File: config.mk
export PLATFORM = sky130hd
export DESIGN_NAME = pixel_temporal_filter
export DESIGN_NICKNAME = d
export VERILOG_FILES = /design/src/rtl/pixel_temporal_filter.sv
export SDC_FILE = /design/constraint.sdc
export NUM_CORES = 1
export LEC_CHECK = 0
export ABC_AREA = 1
export ABC_CLOCK_PERIOD_IN_PS = 10400
export CAP_MARGIN = 20
export CORE_ASPECT_RATIO = 1.4
export CORE_MARGIN = 10
export CORE_UTILIZATION = 46
export CTS_BUF_LIST = sky130_fd_sc_hd__clkbuf_4 sky130_fd_sc_hd__clkbuf_8 sky130_fd_sc_hd__clkbuf_16
export DETAILED_ROUTE_END_ITERATION = 10
export GPL_TIMING_DRIVEN = 0
export HOLD_SLACK_MARGIN = 0.08
export PLACE_DENSITY = 0.65
export SKIP_CTS_REPAIR_TIMING = 1
export SLEW_MARGIN = 20
export SYNTH_ARGS = -nofsm -noshare
export SYNTH_HDL_FRONTEND = slang
export SYNTH_SLANG_ARGS = --single-unit
File: constraint.sdc
create_clock -name i_clk -period 10.4 [get_ports i_clk]
set_input_delay 2.08 -clock i_clk [delete_from_list [all_inputs] [get_ports i_clk]]
set_output_delay 2.08 -clock i_clk [all_outputs]
set_load 0.1 [all_outputs]
File: src/rtl/pixel_temporal_filter.sv
`default_nettype none
// ============================================================================
// Module   : pixel_temporal_filter
// Brief    : Per-pixel temporal IIR smoother, avg += (in - avg) >>> k, with
//            first-frame seeding, bypass and same-address forwarding.
// Revision : 1.0 - initial parametrised release
// ============================================================================
module pixel_temporal_filter #(
  parameter  int MAX_ADDR = 63,
  parameter  int DATA_W   = 8,
  localparam int ADDRW    = $clog2(MAX_ADDR + 1)
) (
  input  logic              i_clk,
  input  logic              i_rst,
  input  logic              i_start,
  input  logic              i_bypass,
  input  logic [2:0]        i_shift,
  input  logic              i_wr_valid,
  input  logic [ADDRW-1:0]  i_wr_addr,
  input  logic [DATA_W-1:0] i_wr_data,
  output logic              o_wr_valid,
  output logic [ADDRW-1:0]  o_wr_addr,
  output logic [DATA_W-1:0] o_wr_data
);

  logic                     w_in_range;
  logic                     w_accept;
  logic                     w_is_last;
  logic                     r_seed;

  logic                     r_s1_valid;
  logic [ADDRW-1:0]         r_s1_addr;
  logic [DATA_W-1:0]        r_s1_data;
  logic [2:0]               r_s1_shift;
  logic                     r_s1_bypass;
  logic                     r_s1_seed;

  logic                     r_fwd_valid;
  logic [ADDRW-1:0]         r_fwd_addr;
  logic [DATA_W-1:0]        r_fwd_data;

  logic [DATA_W-1:0]        r_mem [0:MAX_ADDR];
  logic [DATA_W-1:0]        r_rd_data;

  logic [DATA_W-1:0]        w_old;
  logic [2:0]               w_k;
  logic signed [DATA_W:0]   w_diff;
  logic signed [DATA_W:0]   w_step;
  logic [DATA_W-1:0]        w_new;

  // A power-of-two frame makes every address representable, so no range check.
  generate
    if (MAX_ADDR == (1 << ADDRW) - 1) begin : g_full_range
      assign w_in_range = 1'b1;
    end else begin : g_partial_range
      assign w_in_range = (i_wr_addr <= ADDRW'(MAX_ADDR));
    end
  endgenerate

  assign w_accept  = i_wr_valid & w_in_range;
  assign w_is_last = (i_wr_addr == ADDRW'(MAX_ADDR));

  // A start pulse wins over the last-pixel clear so the coincident pixel seeds.
  always_ff @(posedge i_clk or posedge i_rst) begin
    if (i_rst) begin
      r_seed <= 1'b1;
    end else if (i_start) begin
      r_seed <= 1'b1;
    end else if (w_accept && w_is_last) begin
      r_seed <= 1'b0;
    end
  end

  always_ff @(posedge i_clk or posedge i_rst) begin
    if (i_rst) begin
      r_s1_valid  <= 1'b0;
      r_s1_addr   <= '0;
      r_s1_data   <= '0;
      r_s1_shift  <= 3'd0;
      r_s1_bypass <= 1'b0;
      r_s1_seed   <= 1'b0;
    end else begin
      r_s1_valid  <= w_accept;
      r_s1_addr   <= i_wr_addr;
      r_s1_data   <= i_wr_data;
      r_s1_shift  <= i_shift;
      r_s1_bypass <= i_bypass;
      r_s1_seed   <= r_seed | i_start;
    end
  end

  // Average store: synchronous read, old data returned on a same-address write.
  always_ff @(posedge i_clk) begin
    if (w_accept) begin
      r_rd_data <= r_mem[i_wr_addr];
    end
    if (r_s1_valid) begin
      r_mem[r_s1_addr] <= w_new;
    end
  end

  // The RAM read for a pixel right behind its own address misses the previous
  // write, so that value comes from the forward register instead.
  assign w_old  = (r_fwd_valid && (r_fwd_addr == r_s1_addr)) ? r_fwd_data : r_rd_data;
  assign w_k    = r_s1_bypass ? 3'd0 : r_s1_shift;
  assign w_diff = $signed({1'b0, r_s1_data}) - $signed({1'b0, w_old});
  assign w_step = w_diff >>> w_k;
  assign w_new  = (r_s1_seed || (w_k == 3'd0)) ? r_s1_data
                : DATA_W'($signed({1'b0, w_old}) + w_step);

  always_ff @(posedge i_clk or posedge i_rst) begin
    if (i_rst) begin
      o_wr_valid  <= 1'b0;
      o_wr_addr   <= '0;
      o_wr_data   <= '0;
      r_fwd_valid <= 1'b0;
      r_fwd_addr  <= '0;
      r_fwd_data  <= '0;
    end else begin
      o_wr_valid  <= r_s1_valid;
      if (r_s1_valid) begin
        o_wr_addr <= r_s1_addr;
        o_wr_data <= r_s1_bypass ? r_s1_data : w_new;
      end
      r_fwd_valid <= r_s1_valid;
      r_fwd_addr  <= r_s1_addr;
      r_fwd_data  <= w_new;
    end
  end

endmodule
`default_nettype wire

Yosys cells after proc, flatten, opt, wreduce, memory -nomap -nowiden --
Memory sizes are Yosys's and may differ from the RTL's. A register that Yosys moved wholly into a read port is not among the register bits. Cells that the tools add are included.
Cells by class: reductions and logical operators 5, eq/ne operators 2, shift-type cells 1, mux-type cells 8, add/subtract/negate cells 2, bitwise gates (word level) 1
Operators with widths (number):
- 8-bit two-way mux | 3
- 9-bit by 3-bit >>> shifter with 8-bit output | 1
- 8-bit by 8-bit subtractor with 9-bit output | 1
- 8-bit adder | 1
- 6-bit == test | 1
- 6-bit == test, second input constant | 1
- 1-bit two-way mux | 4
- 3-bit logical NOT | 1
- 3-bit two-way mux | 1
- 1-bit logical AND | 2
- 2-bit nonzero test | 1
- 1-bit logical OR | 1
- 1-bit bitwise OR | 1
Word-level totals: memory bits (writable) 512, register bits 50, memories 1, output and inout bits 15
Memories:
- r_mem | depth 64, bits a word 8, rd ports 1, clocked after memory_dff 1, wr ports 1, RTL line 42 | logic [DATA_W-1:0] r_mem [0:MAX_ADDR];

Logic depth before layout (Yosys ltp) --
word-level depth 8, mapped depth 36

Worst setup path after synthesis --
OpenSTA, ideal clock, no wires.
kind reg2reg, from reg r_fwd_valid, to mem r_mem[0][6], data pin, library setup time 742 ps, setup slack 2610 ps, cell stages (with the launch flop) 26, arrival 7047 ps, cell sequence dfrtp_1 > nand4_1 > nor2_2 > nand2_2 > mux2_2 > ha_1 > fa_1 > o21ai_1 > a21oi_1 > xnor2_1 > nand2_1 > nand3_1 > nand2_1 > o21ai_0 > ha_1 > inv_1 > fa_1 > inv_1 > nand2_1 > nand2_1 > a21oi_1 > nor2_1 > o21a_1 > nor2_1 > xor2_1 > a21boi_0
On the way: longest elaborated chain between the ends 6
RTL lines:
- start: declaration | RTL line 38 | logic r_fwd_valid;
- start signal: assignment | RTL line 125 | r_fwd_valid <= r_s1_valid;
- 1-bit logical AND (*) | RTL line 104 | assign w_old = (r_fwd_valid && (r_fwd_addr == r_s1_addr)) ? r_fwd_data : r_rd_data;
- 8-bit two-way mux (*) | RTL line 104
- 8-bit by 8-bit subtractor with 9-bit output | RTL line 106 | assign w_diff = $signed({1'b0, r_s1_data}) - $signed({1'b0, w_old});
- 9-bit by 3-bit >>> shifter with 8-bit output | RTL line 107 | assign w_step = w_diff >>> w_k;
- 8-bit adder (*) | RTL line 109 | : DATA_W'($signed({1'b0, w_old}) + w_step);
- 8-bit two-way mux (*) | RTL line 108 | assign w_new = (r_s1_seed || (w_k == 3'd0)) ? r_s1_data
- named net w_new[6] | RTL line 49 | logic [DATA_W-1:0] w_new;
- end: declaration | RTL line 42
Mark *: on every way through the listed nets, which the timed path passes. The rest lies on a longest branch.

Final worst setup path --
from reg r_s1_addr[2], to mem r_mem[4][6], data pin
On the way: longest elaborated chain between the ends 7
RTL lines:
- start: declaration | RTL line 32 | logic [ADDRW-1:0] r_s1_addr;
- start signal: assignment | RTL line 84 | r_s1_addr <= i_wr_addr;
- 6-bit == test (*) | RTL line 104
- 1-bit logical AND (*) | RTL line 104
- 8-bit two-way mux (*) | RTL line 104
- 8-bit by 8-bit subtractor with 9-bit output | RTL line 106
- 9-bit by 3-bit >>> shifter with 8-bit output | RTL line 107
- 8-bit adder (*) | RTL line 109
- 8-bit two-way mux (*) | RTL line 108
- named net w_new[6] | RTL line 49
Marks and branches as above.

==> results.ini <==
[outcome]
outcome = finished clean

[cells_and_area]
layout_common_cells = edfxtp_1, nor2_1, nand2_1
area_growth_pct = 15.03
final_common_cell = edfxtp_1
final_area_mm2 = 0.02675
final-instance-count-excl-fill = 2593
fillerInstances = 4148
nets = 1948
drive_gt1_share_pct = 8.876

[worst_hold_path]
hold_end = r_fwd_valid
min_path_type = reg2reg
worstHoldStart = r_s1_valid
hold_path_depth = 0

[yosys]
syn_area_mm2 = 0.02326
seq_area_frac_synth_pct = 72.52
ys_top_cells_by_area = edfxtp_1, nor2_1, dfrtp_1, o21ai_0, o32ai_1
syn-num-nets = 1840
postSynthAreaPerCell_um2 = 12.92
post-synth-top-area-cell = edfxtp_1
syn_inst = 1800
yosysWarnings = 0
synth_cell_types = 42
synth_seq_cells = 570
netlist.area_leader.share_pct = 67.14

[cts]
htreeDepth = 2
cts_buffers = 51
clk_latency_ns = 0.60
cts_sinks = 570
clkTransAtPathRegs_ns = 0.06
clk_path_buf_depth = 3
clock-root-buffer = clkbuf_16
cts_tree = built

[pwr]
cellPowerDensity_mw_per_mm2 = 187.4
switchingPower_mw = 1.217
p_int_mw = 3.796
seqPwrFrac_pct = 50.6
switching_share_pct = 24.28
peakVddDrop_mv = 0.1622
clkPwrFrac_pct = 39.4
p_leak_nw = 9.209
finalPower_mw = 5.013
comb_power_share_pct = 10.0

[global_routing]
grt_pass1_wl_um = 101200
grt_max_degree = 67
grt_pass1_vias = 15480
grt_use_total_pct = 22.74
antenna_found_initial = 2
gr-total-overflow = 0

[critical_path]
reg2reg_to = r_mem[4][6]
cp_slowest_cell = a21boi_4
cpMostUsedCell = nand2_1
path_class = reg2reg
cp.arrival_ns = 6.52
critPathRequiredTime_ns = 10.83
r2r_start = r_s1_addr[2]
end_kind = flip-flop
ff2ff_path_depth = 33
cp_max_fo = 32
r2r_slack_ns = 4.32
max_stage_delay_ns = 0.54
start_kind = flip-flop

[place]
gp_congestion = 1.021
place_hpwl_um = 49770
dpl.cell_count = 2498
place_area_mm2 = 0.02501
port_buffers = 36

[route]
dr.pass1.iters = 8
drt_iter0_drc = 1883
final_antenna_net_count = 0
vias_per_cell = 6.017
drcViolationCount = 0
wirelength_um = 69260
dr_total_vias = 15600
wire_per_inst_um = 26.71

[sta]
slew_viol_final = 0
setup_viol = 0
worst_pin_slew_ns = 1.188
post-route-period-util_pct = 58.51
tns_ns = 0
period_needed_ns = 6.085
rsz0062_at_grt = no
timing_hold_violations_final = 0
fin_skew_ns = 0.02266
slew_headroom_pct = 20.49
max_freq_mhz = 164.3

[floorplanning]
die-height_um = 286.1
die-area_mm2 = 0.06008
initial_core_util_pct = 46.51
num_rows = 97
ios = 37
die_w_um = 210.0
coreArea_mm2 = 0.05000

[job]
drv.max_cap_violation_count = 0

## cell families after synthesis
group	synth area share (%)
AO/OA/AOI/OAI	9.522
multiplexers	2.243
flip-flops	72.52
buffers and inverters	3.018
adder cells (fa/ha/maj)	1.033
XOR/XNOR	0.3389
AND/OR/NAND/NOR	11.32
## cells in the mapped netlist
| master | number |
|---|---|
| a21boi_0 | 2 |
| a21o_1 | 1 |
| a21oi_1 | 31 |
| a41oi_1 | 1 |
| buf_1 | 3 |
| buf_2 | 31 |
| buf_4 | 6 |
| buf_6 | 5 |
| clkbuf_1 | 54 |
| clkinv_1 | 4 |
| dfrtp_1 | 49 |
| dfstp_2 | 1 |
| edfxtp_1 | 520 |
| fa_1 | 2 |
| ha_1 | 16 |
| inv_1 | 50 |
| inv_2 | 6 |
| inv_4 | 1 |
| mux2_2 | 1 |
| mux2i_1 | 51 |
| nand2_1 | 174 |
| nand2_2 | 4 |
| nand3_1 | 98 |
| nand3b_1 | 1 |
| nand4_1 | 3 |
| nor2_1 | 368 |
| nor2_2 | 1 |
| nor2_4 | 1 |
| nor3_1 | 1 |
| nor3_4 | 1 |
| o211ai_1 | 14 |
| o21a_1 | 1 |
| o21ai_0 | 153 |
| o21ai_1 | 3 |
| o21bai_1 | 1 |
| o221ai_1 | 51 |
| o22ai_1 | 1 |
| o32ai_1 | 77 |
| or2_0 | 1 |
| or2_2 | 2 |
| xnor2_1 | 2 |
| xor2_1 | 7 |
## metrics by stage
step	hold slack, ns	worst slack, ns	util, %
after floorplan	0.3519	2.610	-
after global placement	0.3569	-1.713	48.84
after detailed placement	0.3582	4.461	50.01
after CTS	0.3727	4.374	53.50
after global routing	0.3806	3.814	53.50
final	0.3753	4.315	53.51
## worst max path at each step
stage,start,to,cells after the start
after floorplan,r_fwd_valid,r_mem[0][6],25
after global placement,r_s1_addr[2],r_mem[14][4],29
after detailed placement,r_s1_addr[2],r_mem[4][6],33
after CTS,r_s1_addr[2],r_mem[20][6],33
after global routing,r_s1_addr[2],r_mem[4][6],33
final,r_s1_addr[2],r_mem[4][6],33
## power groups by stage
stage	clock network, mW	logic [mW]	registers, mW
floorplan	0	0.252	2.63
global placement	0	0.448	2.60
detailed placement	0	0.495	2.59
CTS	1.98	0.497	2.54
global route	2.07	0.538	2.54
finish	1.97	0.503	2.54
## final cells by class
type	instances	area, um2	area share (%)
sequential	570	16870	63.05
multi-input combinational	1070	5776	21.59
clock buffer	55	1324	4.948
timing repair buffer	55	855.8	3.199
tap	643	804.5	3.007
buffer	99	470.5	1.758
clock inverter	39	422.9	1.581
inverter	61	231.5	0.8652
antenna	1	2.502	0.009353
## metal layers
| layer | track usage [%] | vias up | routed length (um) |
|---|---|---|---|
| met5 | 0 | - | 12 |
| met3 | 4.449 | 221 | 5965 |
| li1 | - | 6855 | - |
| met2 | 38.96 | 859 | 34470 |
| met1 | 26.01 | 7665 | 24390 |
| met4 | 13.34 | 2 | 4419 |
## critical path: cells and delay by family, from the launching register on
family | cells | cell delay (ns)
AO/OA/AOI/OAI | 6 | 1.37
adder cells (fa/ha/maj) | 3 | 0.97
flip-flops | 1 | 0.45
XOR/XNOR | 2 | 0.38
buffers and inverters | 7 | 1.16
AND/OR/NAND/NOR | 15 | 1.56
## registers in the layout (all words and copies together) (netlist names), 3 cells and up
| register | flops |
|---|---|
| r_s1_data | 8 |
| r_fwd_data | 8 |
| r_s1_shift | 3 |
| r_rd_data | 8 |
| r_fwd_addr | 6 |
| o_wr_data | 8 |
| r_s1_addr | 6 |
| r_mem | 512 |
| o_wr_addr | 6 |
Power figures use the tool's default switching activity.
